<file path="src/rtl/async_fifo_pkg.sv">
// ---------------------------------------------------------------------------
// async_fifo_pkg
// Shared types and constants for the write side of the async FIFO.
//   fifo_word_t  : {id, last, data} word layout at the default widths
//   arb_state_e  : write-port arbiter states
//   PKT_CNT_WIDTH: width of the completed-packet counter
// ---------------------------------------------------------------------------
package async_fifo_pkg;

    localparam int unsigned DEF_NUM_REQ    = 4;
    localparam int unsigned DEF_DATA_WIDTH = 8;
    localparam int unsigned DEF_ID_WIDTH   = $clog2(DEF_NUM_REQ);

    localparam int unsigned PKT_CNT_WIDTH  = 16;

    typedef struct packed {
        logic [DEF_ID_WIDTH-1:0]   id;
        logic                      last;
        logic [DEF_DATA_WIDTH-1:0] data;
    } fifo_word_t;

    typedef enum logic {
        IDLE   = 1'b0,
        LOCKED = 1'b1
    } arb_state_e;

endpackage

</file>
<file path="src/rtl/async_fifo_wr_arbiter_rr_arbiter.sv">
// ---------------------------------------------------------------------------
// rr_arbiter
// Stateless rotating-priority picker. Returns the first set request found
// when searching upward from ptr, wrapping modulo NUM_REQ.
//   req       : per-source request bits
//   ptr       : highest-priority index (must be < NUM_REQ)
//   grant_idx : index of the winning source (0 when any_req is 0)
//   any_req   : at least one request is set
// ---------------------------------------------------------------------------
module rr_arbiter #(
    parameter int unsigned NUM_REQ  = 4,
    parameter int unsigned ID_WIDTH = $clog2(NUM_REQ)
) (
    input  logic [NUM_REQ-1:0]  req,
    input  logic [ID_WIDTH-1:0] ptr,
    output logic [ID_WIDTH-1:0] grant_idx,
    output logic                any_req
);

    always_comb begin
        int unsigned          idx;
        logic [ID_WIDTH-1:0]  cand;
        grant_idx = '0;
        any_req   = 1'b0;
        idx       = 0;
        cand      = '0;
        for (int unsigned i = 0; i < NUM_REQ; i++) begin
            // ptr < NUM_REQ, so one conditional subtract is enough to wrap;
            // this also keeps non-power-of-2 NUM_REQ correct.
            idx = 32'(ptr) + i;
            if (idx >= NUM_REQ) begin
                idx = idx - NUM_REQ;
            end
            cand = ID_WIDTH'(idx);
            if (!any_req && req[cand]) begin
                any_req   = 1'b1;
                grant_idx = cand;
            end
        end
    end

endmodule

</file>
<file path="src/rtl/async_fifo_wr_arbiter.sv">
// ---------------------------------------------------------------------------
// async_fifo_wr_arbiter
// Shares the async FIFO write port among NUM_REQ packet sources with
// packet-granular round-robin arbitration. The granted source is forwarded
// to the FIFO combinationally; each word carries {id, last, data}.
//   wclk, wrst     : write clock, async active-high reset
//   req_valid/last/data, req_ready : per-source packet beat handshake
//   fifo_w_valid/data, fifo_w_ready: FIFO write port
//   owner, locked  : current/last granted source, packet in progress
//   pkt_count      : completed packets (wrapping)
//   err_oversize   : sticky, packet reached MAX_PKT_BEATS beats without last
// ---------------------------------------------------------------------------
module async_fifo_wr_arbiter
    import async_fifo_pkg::*;
#(
    parameter  int unsigned NUM_REQ       = 4,
    parameter  int unsigned DATA_WIDTH    = 8,
    parameter  int unsigned MAX_PKT_BEATS = 16,
    localparam int unsigned ID_WIDTH      = $clog2(NUM_REQ),
    localparam int unsigned FIFO_WIDTH    = DATA_WIDTH + ID_WIDTH + 1
) (
    input  logic                          wclk,
    input  logic                          wrst,
    input  logic [NUM_REQ-1:0]            req_valid,
    input  logic [NUM_REQ-1:0]            req_last,
    input  logic [NUM_REQ*DATA_WIDTH-1:0] req_data,
    output logic [NUM_REQ-1:0]            req_ready,
    output logic                          fifo_w_valid,
    output logic [FIFO_WIDTH-1:0]         fifo_w_data,
    input  logic                          fifo_w_ready,
    output logic [ID_WIDTH-1:0]           owner,
    output logic                          locked,
    output logic [PKT_CNT_WIDTH-1:0]      pkt_count,
    output logic                          err_oversize
);

    localparam int unsigned BCW = $clog2(MAX_PKT_BEATS + 1);

    arb_state_e               state_q,     state_d;
    logic [ID_WIDTH-1:0]      owner_q,     owner_d;
    logic [ID_WIDTH-1:0]      rr_ptr_q,    rr_ptr_d;
    logic [BCW-1:0]           beat_cnt_q,  beat_cnt_d;
    logic [PKT_CNT_WIDTH-1:0] pkt_count_q, pkt_count_d;
    logic                     err_q,       err_d;

    logic [ID_WIDTH-1:0]      winner;
    logic                     any_req;
    logic [ID_WIDTH-1:0]      g;
    logic                     g_active;
    logic                     g_last;
    logic                     accept;

    function automatic logic [ID_WIDTH-1:0] next_id(input logic [ID_WIDTH-1:0] id);
        return (32'(id) == NUM_REQ - 1) ? '0 : id + 1'b1;
    endfunction

    rr_arbiter #(
        .NUM_REQ  (NUM_REQ),
        .ID_WIDTH (ID_WIDTH)
    ) u_rr (
        .req       (req_valid),
        .ptr       (rr_ptr_q),
        .grant_idx (winner),
        .any_req   (any_req)
    );

    // State register
    always_ff @(posedge wclk or posedge wrst) begin
        if (wrst) begin
            state_q     <= IDLE;
            owner_q     <= '0;
            rr_ptr_q    <= '0;
            beat_cnt_q  <= '0;
            pkt_count_q <= '0;
            err_q       <= 1'b0;
        end else begin
            state_q     <= state_d;
            owner_q     <= owner_d;
            rr_ptr_q    <= rr_ptr_d;
            beat_cnt_q  <= beat_cnt_d;
            pkt_count_q <= pkt_count_d;
            err_q       <= err_d;
        end
    end

    // Output / forwarding path: owner while locked, live winner while idle.
    always_comb begin
        g            = (state_q == LOCKED) ? owner_q : winner;
        g_active     = !wrst && ((state_q == LOCKED) || any_req);
        g_last       = req_last[g];
        fifo_w_valid = g_active && req_valid[g];
        fifo_w_data  = {g, g_last, req_data[32'(g)*DATA_WIDTH +: DATA_WIDTH]};
        req_ready    = '0;
        if (g_active) begin
            req_ready[g] = fifo_w_ready;
        end
        accept       = fifo_w_valid && fifo_w_ready;
        locked       = (state_q == LOCKED);
    end

    // Next-state logic
    always_comb begin
        state_d     = state_q;
        owner_d     = owner_q;
        rr_ptr_d    = rr_ptr_q;
        beat_cnt_d  = beat_cnt_q;
        pkt_count_d = pkt_count_q;
        err_d       = err_q;
        case (state_q)
            IDLE: begin
                if (any_req) begin
                    owner_d = winner;
                    if (accept && g_last) begin
                        rr_ptr_d    = next_id(winner);
                        pkt_count_d = pkt_count_q + 1'b1;
                    end else begin
                        // Latch even on a stalled offer so the grant cannot
                        // move while the FIFO applies backpressure.
                        state_d    = LOCKED;
                        beat_cnt_d = accept ? BCW'(1) : '0;
                    end
                end
            end
            LOCKED: begin
                if (accept) begin
                    if (g_last) begin
                        state_d     = IDLE;
                        rr_ptr_d    = next_id(owner_q);
                        beat_cnt_d  = '0;
                        pkt_count_d = pkt_count_q + 1'b1;
                    end else if (beat_cnt_q != BCW'(MAX_PKT_BEATS)) begin
                        beat_cnt_d = beat_cnt_q + 1'b1;
                        if (beat_cnt_q == BCW'(MAX_PKT_BEATS - 1)) begin
                            err_d = 1'b1;
                        end
                    end
                end
            end
            default: state_d = IDLE;
        endcase
    end

    assign owner        = owner_q;
    assign pkt_count    = pkt_count_q;
    assign err_oversize = err_q;

endmodule

</file>
<file path="config.mk">
export PLATFORM = sky130hd
export DESIGN_NAME = async_fifo_wr_arbiter
export DESIGN_NICKNAME = d
export VERILOG_FILES = /design/src/rtl/async_fifo_pkg.sv /design/src/rtl/async_fifo_wr_arbiter_rr_arbiter.sv /design/src/rtl/async_fifo_wr_arbiter.sv
export SDC_FILE = /design/constraint.sdc
export NUM_CORES = 1
export LEC_CHECK = 0
export CORE_UTILIZATION = 39
export CTS_BUF_LIST = sky130_fd_sc_hd__clkbuf_8
export DETAILED_ROUTE_END_ITERATION = 16
export GPL_ROUTABILITY_DRIVEN = 0
export PLACE_DENSITY = 0.73
export SYNTH_ARGS = -nofsm -noshare
export SYNTH_HDL_FRONTEND = slang
export SYNTH_SLANG_ARGS = --single-unit
</file>
<file path="constraint.sdc">
create_clock -name wclk -period 8 [get_ports wclk]
set_clock_uncertainty 0.15 [all_clocks]
set_input_delay 2 -clock wclk [delete_from_list [all_inputs] [get_ports wclk]]
set_output_delay 2 -clock wclk [all_outputs]
set_load 0.02 [all_outputs]
</file>
==> qor.yml, run 1 <==
outcome: "finished, final reports clean"
clkTransAtPathRegs_ps: 90
post-route-min-period_ps: 7120
ir_drop_v: 0.000170
drt-vias-per-instance: 5.17
p_sw_share_pct: 44.3
io_pins: 79
synth_top_area_cell: "dfrtp_1"
synth_top_area_share_pct: 34.5
cts-hold-fix-buffers: 0
grt_pass1_wl_um: 7520
synth_seq_cells: 27
coreArea_um2: 4790
die_w_um: 72.9
cp-start-kind: "primary input"
ys_top_cells_by_area: "dfrtp_1 35%, mux2i_1 7.2%, xnor2_1 5.8%"
synth-edff-count: 0
path_buf_inv: 2
power_density_nw_per_um2: 301
grt_overflow: 0
grt_usage_pct: 18.1
cts_setup_buffers: 0
grt_pass1_vias: 1635
rsz0062_at_grt: "no"
cts_buffer_depth: 2
cp_top_family: "buffers and inverters"
crit_arrival_ps: 4970
initial_core_util_pct: 40.9
cts.htree.levels: 1
die-area_um2: 5310
max-slew-margin-rel_pct: 24.0
leakage_nw: 1.22
fmax_mhz: 140
hold_path.class: "reg -> reg"
drc_errors: 0
syn_nets: 254
hold_viol: 0
fin_util_pct: 59.1
vias: 1788
fin_tns_setup_ps: 0
synth_seq_area_share_pct: 34.5
post_cts_resized: 0
switching_power_uw: 378
path_max_fanout: 17
detailed_place_hpwl_um: 3590
post-route-period-util_pct: 89.1
cap_violations: 0
drt_iter0_markers: 90
worst_pin_slew_ps: 1140
grt_max_degree: 30
clk_latency_ps: 270
finalSetupViolations: 0
clkPwrFrac_pct: 8.8
synth_warnings: 0
synth_top_flop_cell: "dfrtp_1"
synth_area_um2: 1960
crit_type: "in -> out"
final_cell_mix: "78 x clkdlybuf4s50_1, 27 x dfrtp_1, 25 x nor2_1"
path_cells: "clkdlybuf4s50_1 -> mux2i_1 -> nor2_1 -> nor4_4 -> a21o_1 -> mux2_2 -> nor2_1 -> a21oi_1 -> clkdlybuf4s50_1"
ant_nets: 0
drt_pass1_iterations: 4
antenna_cells: 0
area_delta_synth_final_pct: 44.5
worstSetupEndpointType: "output port"
cts.sinks: 27
maxSlewViolCount: 0
die_h_um: 72.9
ys_types: 42
final_common_cell: "clkdlybuf4s50_1"
cts_made_buffers: 3
fin_ws_ps: 875
antenna_found_initial: 0
syn_inst: 205
cpPeakStageDelay_ps: 570
combPwrFrac_pct: 66.0
detail_route.wl_per_cell_um: 13.6
cts_tree: "yes"
dp_slack_ps: 853
seq_power_share_pct: 25.2
wl_um: 4710
synthArstFlopShare_pct: 100
cts-root-buf: "clkbuf_8"
layout-drive-gt1-share_pct: 9.32
port_buffers: 78
fin_nets: 329
num_rows: 25
synth.avg_cell_area_um2: 9.55
internal-power_uw: 475
critPathSlowestCell: "a21o_1"
required_ps: 5850
## layer usage
layer / GRT usage, % / up-vias / wire length (um)
met5: 0 / - / 0
met4: 4.58 / 0 / 51
met3: 3.59 / 4 / 435
met2: 30.7 / 81 / 2100
met1: 23.6 / 824 / 2130
li1: - / 879 / -
## through the flow
stage                     instances  cell area (um2)  power (mW)  hold slack [ps]
final                           346             2830       0.853              345
after global routing            346             2830       0.918              369
after CTS                       346             2830       0.863              349
after detailed placement        342             2780       0.783              314
after global placement          342             2780       0.778              315
after floorplan                 205             1960       0.598              371
## path summary, 6_finish.rpt
| check | slack, ps | to | start | cells after the start |
|---|---|---|---|---|
| setup reg to reg | 4890 | pkt_count[15]$_DFFE_PP0P_ | rr_ptr_q[0]$_DFFE_PP0P_ | 7 |
| max in group asynchronous | 5400 | beat_cnt_q[1]$_DFFE_PP0P_ | wrst | 3 |
| min in group asynchronous | 2040 | locked$_DFF_PP0_ | wrst | 3 |
| hold / removal | 340 | pkt_count[7]$_DFFE_PP0P_ | pkt_count[7]$_DFFE_PP0P_ | 1 |
| hold reg to reg | 340 | pkt_count[7]$_DFFE_PP0P_ | pkt_count[7]$_DFFE_PP0P_ | 1 |
| setup / recovery | 880 | fifo_w_data[5] | req_valid[2] | 9 |
## cells by family (layout without fill, tap and decap cells)
logic type | count (synthesis) | in the layout | share of synthesized area, %
flops | 27 | 27 | 34.5
compound gates | 39 | 39 | 15.8
mux | 25 | 25 | 14.8
xor+xnor | 15 | 15 | 6.71
fa+ha+maj | 6 | 6 | 3.83
buf+inv | 19 | 93 | 4.66
simple gates | 74 | 74 | 19.7
## registers in the layout, indices dropped and copies added, names as in the netlist
register	flops
beat_cnt_q	5
err_oversize	1
locked	1
owner	2
pkt_count	16
rr_ptr_q	2
## cell usage after synthesis (4+ instances only)
| cell | number |
|---|---|
| nor2_1 | 25 |
| and3_1 | 9 |
| dfrtp_1 | 27 |
| inv_1 | 8 |
| ha_1 | 6 |
| nor3_1 | 4 |
| mux2_2 | 8 |
| a21oi_1 | 20 |
| clkbuf_1 | 6 |
| nand4_1 | 10 |
| nand3_1 | 4 |
| nand2b_1 | 4 |
| xnor2_1 | 13 |
| nand2_1 | 10 |
| mux2i_1 | 14 |
| a21o_1 | 5 |
## layout make-up
| type | count | area [um2] |
|---|---|---|
| Tap cell | 67 | 83.8 |
| Fill cell | 438 | 1960 |
| Clock buffer | 3 | 41.3 |
| Inverter | 8 | 30.0 |
| Multi-Input combinational cell | 159 | 1190 |
| Sequential cell | 27 | 676 |
| Clock inverter | 1 | 5.00 |
| Timing Repair Buffer | 81 | 803 |
## worst reg2reg max path, cell delays in order, from the launching register on
cell       delay, ps
dfrtp_1          410
and2b_1          200
a311oi_2         320
nor2_1           170
mux2i_1          250
a2111oi_4       1080
nand4_1          230
xnor2_1          190
## power by group through the flow
stage | clock network (mW) | registers [mW] | logic, mW
6_report | 0.0753 | 0.215 | 0.563
5_1_grt | 0.0827 | 0.222 | 0.614
4_1_cts | 0.0803 | 0.214 | 0.568
3_5_place_dp | 0 | 0.217 | 0.566
3_3_place_gp | 0 | 0.216 | 0.562
2_1_floorplan | 0 | 0.216 | 0.381
(Power assumes the default switching activity.)
==> run 2: changes to the inputs <==
Settings changed: SKIP_CTS_REPAIR_TIMING from default to 1.
==> results of run 2 <==
The final DEF is identical to that of run 1; final timing and power are the same.
